--- src/rtl/mac_seq.sv ---
// Sequencer that drives one external MAC: clear, stream LEN operand pairs,
// wait for the pipeline to drain, then hand the accumulator downstream.
// Optional shadow-accumulator overflow flag: define MAC_SEQ_OVF_EN.
module mac_seq #(
  parameter int DATA_W = 8,
  parameter int ACC_W  = 8,
  parameter int LEN_W  = 8
) (
  input  logic              clk,
  input  logic              rst_n,
  input  logic              start,
  input  logic [LEN_W-1:0]  len,
  output logic              busy,
  input  logic              in_valid,
  output logic              in_ready,
  input  logic [DATA_W-1:0] in_a,
  input  logic [DATA_W-1:0] in_b,
  output logic [DATA_W-1:0] mac_a,
  output logic [DATA_W-1:0] mac_b,
  output logic              mac_enable,
  output logic              reset_acc,
  input  logic [ACC_W-1:0]  mac_acc,
  output logic              out_valid,
  input  logic              out_ready,
  output logic [ACC_W-1:0]  out_data,
  output logic              out_ovf
);

  typedef enum logic [2:0] {
    S_IDLE   = 3'd0,
    S_CLEAR  = 3'd1,
    S_ACCUM  = 3'd2,
    S_DRAIN1 = 3'd3,
    S_DRAIN2 = 3'd4,
    S_OUTPUT = 3'd5
  } state_t;

  state_t             r_state;
  state_t             w_state_next;
  logic [LEN_W-1:0]   r_remaining;
  logic [DATA_W-1:0]  r_mac_a;
  logic [DATA_W-1:0]  r_mac_b;
  logic               r_mac_enable;
  logic [ACC_W-1:0]   r_out_data;
  logic               w_in_hs;
  logic               w_out_hs;
  logic               w_last_pair;

  assign w_in_hs     = (r_state == S_ACCUM) && in_valid;
  assign w_out_hs    = (r_state == S_OUTPUT) && out_ready;
  assign w_last_pair = (r_remaining == LEN_W'(1));

  always_ff @(posedge clk or negedge rst_n) begin
    if (!rst_n) begin
      r_state <= S_IDLE;
    end else begin
      r_state <= w_state_next;
    end
  end

  always_comb begin
    w_state_next = r_state;
    case (r_state)
      S_IDLE:   if (start) w_state_next = S_CLEAR;
      S_CLEAR:  w_state_next = (r_remaining != '0) ? S_ACCUM : S_DRAIN1;
      S_ACCUM:  if (w_in_hs && w_last_pair) w_state_next = S_DRAIN1;
      S_DRAIN1: w_state_next = S_DRAIN2;
      S_DRAIN2: w_state_next = S_OUTPUT;
      S_OUTPUT: if (out_ready) w_state_next = S_IDLE;
      default:  w_state_next = S_IDLE;
    endcase
  end

  always_comb begin
    busy      = (r_state != S_IDLE);
    in_ready  = (r_state == S_ACCUM);
    reset_acc = (r_state == S_CLEAR);
    out_valid = (r_state == S_OUTPUT);
  end

  always_ff @(posedge clk or negedge rst_n) begin
    if (!rst_n) begin
      r_remaining <= '0;
    end else if ((r_state == S_IDLE) && start) begin
      r_remaining <= len;
    end else if (w_in_hs) begin
      r_remaining <= r_remaining - LEN_W'(1);
    end
  end

  // The enable mirrors the handshake one cycle late, so a stalled cycle never re-adds a pair.
  always_ff @(posedge clk or negedge rst_n) begin
    if (!rst_n) begin
      r_mac_a      <= '0;
      r_mac_b      <= '0;
      r_mac_enable <= 1'b0;
    end else begin
      r_mac_enable <= w_in_hs;
      if (w_in_hs) begin
        r_mac_a <= in_a;
        r_mac_b <= in_b;
      end
    end
  end

  always_ff @(posedge clk or negedge rst_n) begin
    if (!rst_n) begin
      r_out_data <= '0;
    end else if (r_state == S_DRAIN2) begin
      r_out_data <= mac_acc;
    end
  end

  assign mac_a      = r_mac_a;
  assign mac_b      = r_mac_b;
  assign mac_enable = r_mac_enable;
  assign out_data   = r_out_data;

`ifdef MAC_SEQ_OVF_EN
  localparam int SHADOW_W = 2 * DATA_W + LEN_W;

  logic [SHADOW_W-1:0]   r_shadow;
  logic [2*DATA_W-1:0]   w_prod;
  logic                  w_shadow_ovf;
  logic                  r_ovf;

  assign w_prod       = {{DATA_W{1'b0}}, in_a} * {{DATA_W{1'b0}}, in_b};
  // Any bit at or above ACC_W means the exact sum exceeded what the MAC can hold.
  assign w_shadow_ovf = |(r_shadow >> ACC_W);

  always_ff @(posedge clk or negedge rst_n) begin
    if (!rst_n) begin
      r_shadow <= '0;
    end else if (r_state == S_CLEAR) begin
      r_shadow <= '0;
    end else if (w_in_hs) begin
      r_shadow <= r_shadow + {{LEN_W{1'b0}}, w_prod};
    end
  end

  always_ff @(posedge clk or negedge rst_n) begin
    if (!rst_n) begin
      r_ovf <= 1'b0;
    end else if (r_state == S_DRAIN2) begin
      r_ovf <= w_shadow_ovf;
    end else if (w_out_hs) begin
      r_ovf <= 1'b0;
    end
  end

  assign out_ovf = r_ovf;
`else
  logic w_unused_out_hs;

  assign w_unused_out_hs = w_out_hs;
  assign out_ovf         = 1'b0;
`endif

endmodule

--- config.mk ---
export PLATFORM = sky130hd
export DESIGN_NAME = mac_seq
export DESIGN_NICKNAME = d
export VERILOG_FILES = /design/src/rtl/mac_seq.sv
export SDC_FILE = /design/constraint.sdc
export NUM_CORES = 1
export LEC_CHECK = 0
export ABC_AREA = 1
export BUFFER_PORTS_ARGS = -buffer_cell sky130_fd_sc_hd__buf_2
export CAP_MARGIN = 10
export CORE_MARGIN = 2
export CORE_UTILIZATION = 52
export CTS_CLUSTER_DIAMETER = 40
export DETAILED_ROUTE_END_ITERATION = 16
export PLACE_DENSITY_LB_ADDON = 0.3
export REMOVE_ABC_BUFFERS = 1
export SETUP_SLACK_MARGIN = 0.15
export SYNTH_ARGS = -nofsm -noshare
export SYNTH_HDL_FRONTEND = slang
export SYNTH_SLANG_ARGS = --single-unit
--- constraint.sdc ---
create_clock -name clk -period 3.5 [get_ports clk]
set_clock_uncertainty 0.2 [all_clocks]
set_input_delay 0.35 -clock clk [delete_from_list [all_inputs] [get_ports clk]]
set_output_delay 0.35 -clock clk [all_outputs]
set_load 0.05 [all_outputs]
==> impl_metrics.ini, run 1 <==
[run_status]
outcome = complete, no violations

[global_routing]
grt_max_degree = 37
antenna_found_initial = 0
grt_pass1_vias = 1511
grt_overflow = 0
grt_pass1_wl_mm = 6.45
track_usage = 0.211

[floorplanning]
die_w_um = 62.8
ioPinCount = 67
row_count = 21
initial_core_util = 0.538
die_area_um2 = 3940
die_h_um = 62.8
fp.coreArea_um2 = 3340

[setup_path]
startpoint_type = flip-flop
crit_fanout = 6
cp-end-kind = primary output
cp_slowest_cell = dfrtp_1
cp.required_ns = 2.95
critPathArrivalTime_ns = 1.48
r2r_end = r_remaining[5]
critPathMaxStageDelay_ns = 0.49
path_class = flip-flop to primary output
r2r_cells = 7
critical_path.most_common_cell = inv_1
path_cells = inv_1 -> nand3_1 -> inv_1 -> buf_2
r2r_start = r_state[2]
reg2reg_slack_ns = 1.77

[drt]
drcViolationCount = 0
drt-initial-drc-count = 78
antenna_left = 0
wl_mm = 3.77
via_per_inst = 4.70
vias = 1576
first_pass_iters = 4
wire_per_inst_um = 11.3

[pwr]
vdd_drop_max_v = 0.000471
fin_total_pwr_uw = 2290
p_per_area_nw_per_um2 = 992
p_leak_uw = 0.00129

[clock_network]
cts-htree-levels = 2
cts_buffers = 5
cts.sinks = 36
clockBufferDepth = 2
clk-insertion-delay-late_ns = 0.34
cts_tree = done
post_cts_buffers = 0
root_buffer = clkbuf_4
clk_pin_slew_ns = 0.11
cts_resized = 0

[hold_path]
hold_path_end = mac_a[4]
min_path_type = primary input to flip-flop
holdCritStartpoint = in_a[4]
min_path_cells = 3

[timing]
tightest_slew_ns = 0.764
setup_violations = 0
grt_setup_unrepaired = no
finalHoldViolations = 0
slew_headroom = 0.490
slew_violations = 0
fmax_ghz = 0.493
fin_crit_sh = 0.579
finalSetupTns_ns = 0
min_period_ns = 2.03

[finish]
drive_above_1_share = 0.318
num_antenna_cells = 0
mostFrequentLayoutCells = 81 x nand2_1, 65 x buf_2, 36 x dfrtp_1
instances_no_fill = 335
utilization = 0.692
area_delta_synth_final_pct = 28.6
final_common_cell = nand2_1
fin_area_um2 = 2310
final_nets = 328

[placement]
placed_area_um2 = 2120
port_buffers = 65
place.gp.congestion = 0.865
hpwl_mm = 2.63
post-place-cells = 314

[yosys]
synth_warnings = 0
synth.distinct_cells = 27
syn_inst = 209
synth_seq_cells = 36
syn-mean-instance-area_um2 = 8.59
ys_seq_area_frac = 0.502
syn_area_um2 = 1800

[flow_run]
drv_cap = 0
-- worst max-delay path, delay by kind of cell (launching register included) --
kind	cells	cell delay, ns
flip-flops	1	0.49
AND/OR/NAND/NOR	1	0.15
buffers and inverters	3	0.49
-- synth_stat cells (all sizes together) --
cell	number	area, µm²
o211ai	3	22.5
o21bai	1	7.51
mux2	8	90.1
buf	6	53.8
or2	5	31.3
xor2	1	8.76
nand2	84	333
nor2	19	88.8
nor3	2	26.3
nand4	1	6.26
inv	20	75.1
nand3	11	67.6
nand3b	1	7.51
o21ai	7	35.0
ha	3	37.5
dfrtp	36	901
conb	1	3.75
-- how the worst max path moves through the flow --
| stage | start | depth (start not counted) | to |
|---|---|---|---|
| 4_1_cts | r_state[2] | 4 | reset_acc |
| 5_1_grt | r_state[2] | 4 | reset_acc |
| 6_report | r_state[2] | 4 | reset_acc |
| 2_1_floorplan | r_state[0] | 6 | r_remaining[5] |
| 3_3_place_gp | r_state[2] | 4 | reset_acc |
| 3_5_place_dp | r_state[2] | 7 | r_remaining[5] |
-- cells by family after synthesis --
group	synth area share
AND/OR/NAND/NOR	0.312
adder cells (fa/ha/maj)	0.0209
other	0.00209
XOR/XNOR	0.00488
AO/OA/AOI/OAI	0.0362
buffers and inverters	0.0718
flip-flops	0.502
multiplexers	0.0502
-- layout make-up --
type,count,area (µm²)
tap,46,57.6
clock buffer,7,45.0
fill,295,1030
timing repair buffer,78,455
sequential,36,901
clock inverter,1,8.76
multi-input combinational,147,766
inverter,20,75.1
-- layer usage --
layer	vias to the layer above	GRT usage	wire [µm]
met5	-	0	0
met1	712	0.256	1600
met3	9	0.0649	258
met2	54	0.347	1840
li1	801	-	-
met4	0	0.0917	80
-- report_power, final --
group          switching [µW]  internal (µW)
Clock                     138           80.6
Combinational             971            360
Sequential                133            608
-- metrics by stage --
stage               hold WS, ns  worst slack (ns)
global route            0.00701              1.34
global placement          0.259              1.86
CTS                     0.00494              1.46
finish                  0.00769              1.47
floorplan                -0.146              1.57
detailed placement        0.260              1.81
-- repair_timing --
action,in CTS,in global routing
hold endpoints to repair,48,0
endpoints found under the setup margin,0,0
hold buffers,13,0
-- registers in the layout (all words and copies together) (netlist names) --
register / flops
r_state: 3
r_remaining: 8
mac_enable: 1
out_data: 8
mac_b: 8
mac_a: 8
No activity file was read; power rests on OpenSTA's default activity.
==> inputs of run 2 (changes only) <==
ABC_AREA = 0   (was 1)
CORE_UTILIZATION = 43   (was 52)
clock period = 1.8 ns   (was 3.5 ns; I/O delays follow)
==> impl_metrics.ini, run 2 <==
[run_status]
outcome = finished, violations left
violations = negative setup slack

[setup_path]
r2r_cells = 4
critical_path.endpoint = r_state[0]
r2r_start = r_remaining[3]
path_delay_family = simple AND/OR/NAND/NOR gates
r2r_end = r_state[0]
path_cells = or4_4 -> nor3_4 -> nand4_1 -> a221oi_2
critPathArrivalTime_ns = 1.79
reg2reg_slack_ns = -0.01
path_class = flip-flop to flip-flop
critPathMaxStageDelay_ns = 0.57
critPathBufInv = 0
cp.required_ns = 1.77
cp-end-kind = flip-flop
cp.depth = 4
cp-startpoint = r_remaining[3]
cp_slowest_cell = or4_4
crit_fanout = 2
startpoint_type = flip-flop

[global_routing]
grt_pass1_vias = 1458
grt_overflow = 0
grt_max_degree = 37
track_usage = 0.198
antenna_found_initial = 0
grt_pass1_wl_mm = 6.46

[yosys]
synth.distinct_cells = 37
netlist_top_cells_area = dfrtp_1 55%, mux2_2 16%, ha_1 2.3%, xnor2_1 2.1%, nor2_1 2.1%
synth.top_cells.by_count = 36 x dfrtp_1, 24 x mux2_2, 9 x nor2_1
synth_seq_cells = 36
ys.flop_type = dfrtp_1
ys_seq_area_frac = 0.548
syn_area_um2 = 1640
async_reset_ff_frac = 1.00
synth_warnings = 0
yosysTopAreaCell = dfrtp_1
synth.most_common_cell = dfrtp_1
syn-mean-instance-area_um2 = 12.8
yosysTopAreaCellShare = 0.548
synth_edf_count = 0
syn_inst = 128

[drt]
first_pass_iters = 4
via_per_inst = 4.81
wire_per_inst_um = 14.2
antenna_left = 0
wl_mm = 4.14
drcViolationCount = 0
drt-initial-drc-count = 50
vias = 1401

[timing]
setup_violations = 1
fin_crit_sh = 1.01
finalHoldViolations = 0
slew_violations = 0
grt_setup_unrepaired = yes
fmax_ghz = 0.551
worst_slack_ns = -0.0141
min_period_ns = 1.81

[flow_run]
drv_cap = 0

[finish]
area_delta_synth_final_pct = 68.2
num_antenna_cells = 0
mostFrequentLayoutCells = 61 x buf_2, 36 x dfrtp_1, 33 x dlygate4sd3_1
final_nets = 283
instances_no_fill = 291
fillers = 228
drive_above_1_share = 0.568
final_common_cell = buf_2
fin_area_um2 = 2760

[pwr]
vdd_drop_max_v = 0.00126
p_per_area_nw_per_um2 = 1880
p_leak_uw = 0.00133

[floorplanning]
die_h_um = 65.8
row_count = 22
fp.coreArea_um2 = 3660
initial_core_util = 0.449
ioPinCount = 67
die_w_um = 65.8
die_area_um2 = 4330

[hold_path]
min_path_type = primary input to flip-flop
min_path_cells = 3

[clock_network]
cts-htree-levels = 2
clk-insertion-delay-late_ns = 0.28
clk_pin_slew_ns = 0.07
clockBufferDepth = 2
cts_buffers = 5
cts.sinks = 36
root_buffer = clkbuf_8
cts_tree = done

[placement]
hpwl_mm = 2.47
post-place-cells = 246
placed_area_um2 = 2050
port_buffers = 65
place.gp.congestion = 0.765
[run 2: cell count changes after synthesis, moves of 3 or more]
cell      previous run  this run
inv_1               19         6
o21ai_0              7         2
nor3_1               0         4
mux2_2               8        24
xnor2_1              0         4
a21oi_1              0         5
nand2_1             81         2
nor2_1              16         9
o211ai_1             3         0
nand3_1             10         2
[run 2: worst min-delay path, delay by kind of cell]
kind / cells / cell delay (ns)
buffers and inverters: 1 / 0.11
AO/OA/AOI/OAI: 2 / 0.16
[run 2: power by group]
| group | internal [µW] | switching, µW | total [µW] |
|---|---|---|---|
| registers | 1210 | 242 | 1450 |
| clock network | 263 | 267 | 530 |
| logic | 1200 | 2000 | 3210 |
[run 2: timing repair]
action / 4_1_cts / 5_1_grt
endpoints found under the setup margin: 29 / 29
pin swaps: 7 / 8
setup buffers: 1 / 1
gates resized for setup: 28 / 35
hold buffers: 33 / 0
hold endpoints to repair: 68 / 0
cloned: 1 / 2
[run 2: layout make-up]
type | instances | area, µm² | area share
Inverter | 8 | 52.6 | 0.0190
Multi-Input combinational cell | 78 | 835 | 0.302
Sequential cell | 36 | 901 | 0.326
Clock inverter | 1 | 5.00 | 0.00181
Timing Repair inverter | 3 | 43.8 | 0.0159
Timing Repair Buffer | 111 | 793 | 0.287
Tap cell | 48 | 60.1 | 0.0217
Clock buffer | 6 | 72.6 | 0.0263
[run 2: metrics by stage]
stage / power, µW / util / hold slack, ns / TNS [ns] / worst slack (ns)
final: 5190 / 0.755 / 0.00343 / -0.0141 / -0.0141
after global routing: 5460 / 0.755 / 0.000196 / -0.187 / -0.0806
after CTS: 4900 / 0.708 / 0.0299 / 0 / 0.0149
after detailed placement: 4070 / 0.561 / 0.0485 / -0.0752 / -0.0618
after global placement: 4000 / 0.561 / 0.0347 / -0.0791 / -0.0791
after floorplan: 3350 / - / -0.316 / -3.86 / -0.385
[run 2: per-layer routing]
metal / global-route usage / up-vias / wire [µm]
met5: 0 / - / 0
met4: 0.0625 / 0 / 32
met3: 0.0698 / 4 / 262
met2: 0.343 / 43 / 2170
met1: 0.226 / 683 / 1680
li1: - / 671 / -
[run 2: logic make-up (layout without fill, tap and decap cells)]
group / count (synthesis) / count (layout) / share of synthesized area
compound gates: 14 / 14 / 0.0564
xor+xnor: 6 / 6 / 0.0320
fa+ha+maj: 3 / 3 / 0.0229
buf+inv: 14 / 129 / 0.0563
flops: 36 / 36 / 0.548
mux: 25 / 25 / 0.171
other cells: 1 / 1 / 0.00228
simple gates: 29 / 29 / 0.111
[run 2: worst min-delay path by stage]
stage | slack [ns] | endpoint | start
final | 0.003 | r_remaining[1] | len[1]
after global routing | 0.0002 | r_remaining[1] | len[1]
after CTS | 0.03 | r_state[0] | in_valid
after detailed placement | 0.05 | mac_b[2] | rst_n
after global placement | 0.03 | r_remaining[5] | rst_n
after floorplan | -0.32 | mac_a[0] | rst_n
